### config.mk
export PLATFORM = sky130hd
export DESIGN_NAME = fetch_unit
export DESIGN_NICKNAME = d
export VERILOG_FILES = /design/src/rtl/fetch_pkg.sv /design/src/rtl/fetch_unit.sv
export SDC_FILE = /design/constraint.sdc
export NUM_CORES = 1
export LEC_CHECK = 0
export CAP_MARGIN = 15
export CORE_MARGIN = 10
export CORE_UTILIZATION = 45
export DETAILED_ROUTE_END_ITERATION = 8
export PLACE_DENSITY = 0.87
export SYNTH_ARGS = -nofsm -noshare
export SYNTH_HDL_FRONTEND = slang
export SYNTH_SLANG_ARGS = --single-unit
### constraint.sdc
create_clock -name clock -period 3.31 [get_ports clock]
set_clock_uncertainty 0.05 [all_clocks]
set_input_delay 0.662 -clock clock [delete_from_list [all_inputs] [get_ports clock]]
set_output_delay 0.662 -clock clock [all_outputs]
set_load 0.02 [all_outputs]
### src/rtl/fetch_pkg.sv
// rtl/fetch_pkg.sv - shared types and constants for the instruction-fetch stage
//
// Contents:
//   fetch_state_t    : fetch FSM state encoding. FAULT is present only when
//                      FETCH_MISALIGN_CHECK_EN is defined.
//   NOP_INSTR        : canonical RISC-V NOP (addi x0, x0, 0), shown to IF/ID
//                      whenever no real instruction is available.
//   DEFAULT_RESET_PC : default program counter after reset.
//   pc_next_seq      : sequential successor of a PC, wrapping modulo 2^32.

package fetch_pkg;

  localparam logic [31:0] NOP_INSTR        = 32'h0000_0013;
  localparam logic [31:0] DEFAULT_RESET_PC = 32'h0000_0000;

  typedef enum logic [2:0] {
    IDLE  = 3'd0,
    REQ   = 3'd1,
    WAIT  = 3'd2,
    HOLD  = 3'd3,
    KILL  = 3'd4
`ifdef FETCH_MISALIGN_CHECK_EN
    ,
    FAULT = 3'd5
`endif
  } fetch_state_t;

  function automatic logic [31:0] pc_next_seq(input logic [31:0] pc);
    return pc + 32'd4;
  endfunction

endpackage

### src/rtl/fetch_unit.sv
// rtl/fetch_unit.sv - RISC-V instruction-fetch stage feeding the IF/ID register
//
// Owns the program counter and keeps at most one instruction-memory request
// in flight. Redirects from EX take effect on PCF the following cycle; any
// response belonging to a request made stale by a redirect is swallowed in
// KILL so it can never reach IF/ID.
//
// Optional feature macro: FETCH_MISALIGN_CHECK_EN
//   defined   : a redirect to a target with bits [1:0] != 0 parks the unit in
//               FAULT (fetch_misalign=1, no requests) until an aligned redirect.
//   undefined : redirect targets are word-aligned by clearing bits [1:0];
//               fetch_misalign is constant 0.
//
// Ports:
//   clock, reset        : rising-edge clock, asynchronous active-high reset
//   stall_f             : hazard-unit stall, holds the presented instruction
//   pc_src_e            : redirect request from EX
//   pc_target_e[31:0]   : redirect target
//   imem_req_valid      : request valid (asserted only in REQ)
//   imem_req_ready      : memory accepts the request
//   imem_addr[31:0]     : request address, always equal to PCF
//   imem_rsp_valid      : response valid, one per accepted request
//   imem_rsp_data[31:0] : instruction word
//   InstrF[31:0]        : instruction to IF/ID (NOP unless fetch_valid)
//   PCF[31:0]           : current PC
//   PCPlus4F[31:0]      : PCF + 4, modulo 2^32
//   fetch_valid         : InstrF/PCF carry a real instruction
//   fetch_misalign      : misaligned-redirect fault indication

module fetch_unit
  import fetch_pkg::*;
#(
  parameter logic [31:0] RESET_PC = DEFAULT_RESET_PC
) (
  input  logic        clock,
  input  logic        reset,
  input  logic        stall_f,
  input  logic        pc_src_e,
  input  logic [31:0] pc_target_e,
  output logic        imem_req_valid,
  input  logic        imem_req_ready,
  output logic [31:0] imem_addr,
  input  logic        imem_rsp_valid,
  input  logic [31:0] imem_rsp_data,
  output logic [31:0] InstrF,
  output logic [31:0] PCF,
  output logic [31:0] PCPlus4F,
  output logic        fetch_valid,
  output logic        fetch_misalign
);

  fetch_state_t state;
  logic [31:0]  pc;
  logic [31:0]  instr_q;

  // Value loaded into pc on a redirect.
  logic [31:0]  target;
  // Destination after a redirect when no request is left in flight.
  fetch_state_t resume_st;
  // Destination once the stale response has been swallowed in KILL.
  fetch_state_t kill_exit_st;

`ifdef FETCH_MISALIGN_CHECK_EN
  assign target       = pc_target_e;
  assign resume_st    = (pc_target_e[1:0] != 2'b00) ? FAULT : REQ;
  // pc already holds the most recent redirect target while in KILL, so its
  // low bits tell us whether that target was misaligned.
  assign kill_exit_st = (pc[1:0] != 2'b00) ? FAULT : REQ;
  assign fetch_misalign = (state == FAULT);
`else
  assign target       = pc_target_e & 32'hFFFF_FFFC;
  assign resume_st    = REQ;
  assign kill_exit_st = REQ;
  assign fetch_misalign = 1'b0;
`endif

  always_ff @(posedge clock or posedge reset) begin
    if (reset) begin
      state   <= IDLE;
      pc      <= RESET_PC;
      instr_q <= NOP_INSTR;
    end else begin
      case (state)
        IDLE: begin
          if (pc_src_e) begin
            pc    <= target;
            state <= resume_st;
          end else begin
            state <= REQ;
          end
        end

        REQ: begin
          if (pc_src_e) begin
            pc <= target;
            // An accepted request at the old address is now stale.
            if (imem_req_ready) state <= KILL;
            else                state <= resume_st;
          end else if (imem_req_ready) begin
            state <= WAIT;
          end
        end

        WAIT: begin
          if (pc_src_e) begin
            pc <= target;
            // A response arriving with the redirect is dropped right here;
            // otherwise it is still on its way and must be drained in KILL.
            if (imem_rsp_valid) state <= resume_st;
            else                state <= KILL;
          end else if (imem_rsp_valid) begin
            instr_q <= imem_rsp_data;
            state   <= HOLD;
          end
        end

        HOLD: begin
          if (pc_src_e) begin
            pc    <= target;
            state <= resume_st;
          end else if (!stall_f) begin
            pc    <= pc_next_seq(pc);
            state <= REQ;
          end
        end

        KILL: begin
          if (pc_src_e) begin
            pc <= target;
            // Leave only once the stale response has actually arrived.
            if (imem_rsp_valid) state <= resume_st;
          end else if (imem_rsp_valid) begin
            state <= kill_exit_st;
          end
        end

`ifdef FETCH_MISALIGN_CHECK_EN
        FAULT: begin
          if (pc_src_e) begin
            pc    <= target;
            state <= resume_st;
          end
        end
`endif

        default: state <= IDLE;
      endcase
    end
  end

  // All outputs decode registered state only.
  assign imem_req_valid = (state == REQ);
  assign imem_addr      = pc;
  assign PCF            = pc;
  assign PCPlus4F       = pc_next_seq(pc);
  assign fetch_valid    = (state == HOLD);
  assign InstrF         = (state == HOLD) ? instr_q : NOP_INSTR;

endmodule
==> summary.txt <==
Outcome
  – Status: finished clean

Timing
  – Finish-stage setup viols: 0
  – Fin Hold WS: 453 ps
  – Unrepaired setup endpoints after global routing: yes
  – Final period demand of the worst path: 3210 ps
  – Fin Setup TNS: 0 ps
  – Upper clock frequency limit: 311 MHz
  – Min setup slack post-route: 95.6 ps
  – Final Cycle Share: 97.1%
  – Transition time at the pin with the least slew margin: 693 ps
  – Headroom to the max-slew limit: 53.8%
  – Number of hold violations in the final report: 0
  – Number of max-slew violations in the final report: 0

Setup path
  – Depth of the most critical reg-to-reg path: 6
  – Worst EP required: 2600 ps
  – Endpoint of the most critical register-to-register path: PCF[15]$_DFFE_PP0P_
  – Critical Path End: PCPlus4F[14]
  – Launching point of the worst reg2reg path: state[1]$_DFFE_PP0P_
  – Setup crit start: PCF[3]$_DFFE_PP0P_
  – CP startpoint kind: flop
  – Flop2flop setup slack: 1050 ps
  – Data arrival, critical path: 2500 ps
  – Critical-path maximum fanout: 7
  – CP Capture Type: output pin
  – Class of the most critical setup path: flop to output pin

Drt
  – Count of routing violations after the opening detailed-route iteration: 260
  – Drc violations: 0
  – Post-detailed-routing wire length: 14,800 µm
  – Vias after detailed routing: 4,210
  – Post-DRT Antenna Nets: 0
  – Post-DR wirelength/cell: 19.4 µm
  – Vias per Instance: 5.51
  – Length of the first detailed-routing pass in iterations: 4

Power
  – Clock share of power: 14.4%
  – Leakage power of the design: 2.67 nW
  – Fraction of power spent switching nets: 42.5%
  – Total net switching power: 2.24 mW
  – Share of total power in combinational logic: 58.5%
  – Power consumption: 5.27 mW
  – Max rail drop VDD: 431 µV
  – Internal power: 3.03 mW
  – Sequential group share of total power: 27.1%
  – Power per cell area: 806 nW/µm²

Final layout
  – Final-stage net count: 701
  – Antenna Diode Count: 0
  – Area of combinational cells with multiple inputs: 2270 µm²
  – Layout Cells excl Fill: 764
  – Final Core Density: 70.3%
  – Proportion of layout cells with a drive suffix above 1: 17.0%
  – Area growth syn-to-layout: 51.6%
  – Area of all sequential standard cells: 1630 µm²
  – Area of all placed cells without fillers: 6530 µm²
  – Fill cell instance count of the final layout: 714

Min path
  – Kind of path behind the tightest hold check: flop to flop
  – Hold path startpoint: instr_q[29]$_DFFE_PP0P_

Yosys
  – Distinct cells, synth: 52
  – Post-synth top flop: dfrtp_1
  – Area share of the leading cell type in the synthesized netlist: 36.0%
  – Number of instances in the synthesized netlist: 458
  – Combined area of all synthesized cells: 4310 µm²
  – Flip-flop and latch count after synthesis: 65
  – Synth top area cells: dfrtp_1 36%, mux2_2 8.6%, buf_4 6.6%
  – Proportion of register bits with asynchronous set or reset after synthesis: 100%
  – Portion of the post-synthesis area used by sequential elements: 37.8%
  – Post-synthesis area per instance: 9.41 µm²
  – Library cell with the largest summed area after synthesis: dfrtp_1
  – Synth warn: 0
  – EDFF count, synth: 0

Clock network
  – Clock tree from TritonCTS: yes
  – Num CTS Buffers: 9
  – Clk_lat worst skew: 350 ps
  – Root buffer selected by CTS: clkbuf_8
  – CTS HTree Levels: 3
  – Clock transition at path regs: 80 ps
  – TritonCTS Sinks: 65
  – Maximum buffer depth of the clock tree: 2
  – Hold buffer count at cts: 0

Placement
  – Number of buffer cells added on primary ports: 191
  – Post-Place Cell Area: 6270 µm²
  – Setup slack at placement: 101 ps
  – Post-detailed-placement half-perimeter wirelength: 11,400 µm
  – Routability congestion estimate: 0.857
  – Dpl cells: 747

Floorplan
  – Area of the core: 9280 µm²
  – Floorplan row count: 35
  – Die span in x: 118 µm
  – Top Ports: 201
  – Die ar.: 13,900 µm²
  – Initial standard-cell utilization of the core: 46.4%
  – Die height: 118 µm

Global routing
  – Combined global-route utilization of all metal layers: 20.6%
  – First-pass GRT wire length: 24,000 µm
  – Maximum number of pins on one net before global-route repair: 35
  – Number of antenna violations at the first check in global routing: 0
  – Via count of the first global-routing pass: 4,466
  – Sum of overflow across all layers after global routing: 0

Job
  – Maximum capacitance violations: 0
-- worst max-delay path: stages, from the launching register on --
cell and delay [ps]:
dfrtp_1 440, ha_1 280, nand3_1 220, nor3_1 410, xnor2_1 170, clkdlybuf4s50_1 630
-- layout by cell type, fill, tap and decap left out, types with 6 or more instances in the layout --
cell type	netlist	final
a21oi_1	20	20
a22oi_1	14	13
and2_1	35	35
buf_4	38	36
clkbuf_8	0	9
clkdlybuf4s50_1	0	175
conb_1	1	7
dfrtp_1	62	60
dlygate4sd2_1	0	10
dlymetal6s2s_1	0	6
inv_1	11	10
mux2_2	33	33
nand2_1	16	15
nand3_1	16	16
nand4_1	16	16
nor2_1	10	10
nor3_1	10	7
o211ai_1	7	7
o21ai_0	14	14
o311ai_0	7	7
xnor2_1	23	23
-- cell type report --
type | count | area share [%]
timing repair buffer | 228 | 33.8
multi-input combinational | 315 | 34.8
clock inverter | 7 | 1.44
tap | 129 | 2.47
clock buffer | 9 | 1.90
sequential | 65 | 25.0
inverter | 11 | 0.632
-- metal layers --
metal	track usage [%]	up-vias	wire length [µm]
li1	-	1972	-
met4	6.41	0	187
met5	0	-	0
met1	22.3	2013	5530
met2	35.1	212	7360
met3	9.50	13	1760
-- state kept, by name (all words and copies together) (netlist names) --
name     count
instr_q     32
PCF         30
state        3
-- power by group through the flow --
stage	logic [mW]	clock network [mW]	registers (mW)
4_1_cts	3.11	0.767	1.42
5_1_grt	3.28	0.806	1.48
3_5_place_dp	3.12	0	1.43
2_1_floorplan	1.61	0	1.58
6_report	3.08	0.757	1.43
3_3_place_gp	3.06	0	1.41
-- worst min-delay path by stage --
stage,end,cells after the start
after floorplan,instr_q[21]$_DFFE_PP0P_,1
after global placement,instr_q[25]$_DFFE_PP0P_,1
after detailed placement,instr_q[29]$_DFFE_PP0P_,1
after CTS,instr_q[29]$_DFFE_PP0P_,1
after global routing,instr_q[12]$_DFFE_PP0P_,1
final,instr_q[29]$_DFFE_PP0P_,1
-- synthesized netlist by cell type (all sizes together), types with 2 or more instances --
master	instances
or2	6
clkbuf	30
nand3	16
a2bb2oi	4
o2bb2a	3
nand2b	4
o22a	5
xor2	4
nand4	17
xnor2	23
nor4	3
a31oi	4
and3b	2
dfstp	3
nand2	16
o311ai	12
a32o	2
a21boi	2
inv	11
nand3b	2
and3	5
a22oi	14
or4	4
a21oi	20
nor2	10
mux2	33
nor3	10
o211ai	7
and4	5
mux2i	3
buf	43
or3	7
and2	35
dfrtp	62
a41oi	2
o21ai	14
o31ai	2
o22ai	5
-- repair_timing --
action / 4_1_cts / 5_1_grt
buffers inserted: 0 / 1
endpoints found under the setup margin: 13 / 10
cloned: 0 / 0
gates resized for setup: 16 / 9
-- logic make-up after synthesis --
kind of cell    Yosys count  synth area share, %
simple gates            143                 19.7
compound gates          100                 16.3
buf+inv                  84                 10.7
flops                    65                 37.8
mux                      36                 9.32
xor+xnor                 27                 5.49
fa+ha+maj                 2                0.523
other cells               1               0.0870
Note: power is estimated with default switching activity, not from simulation.
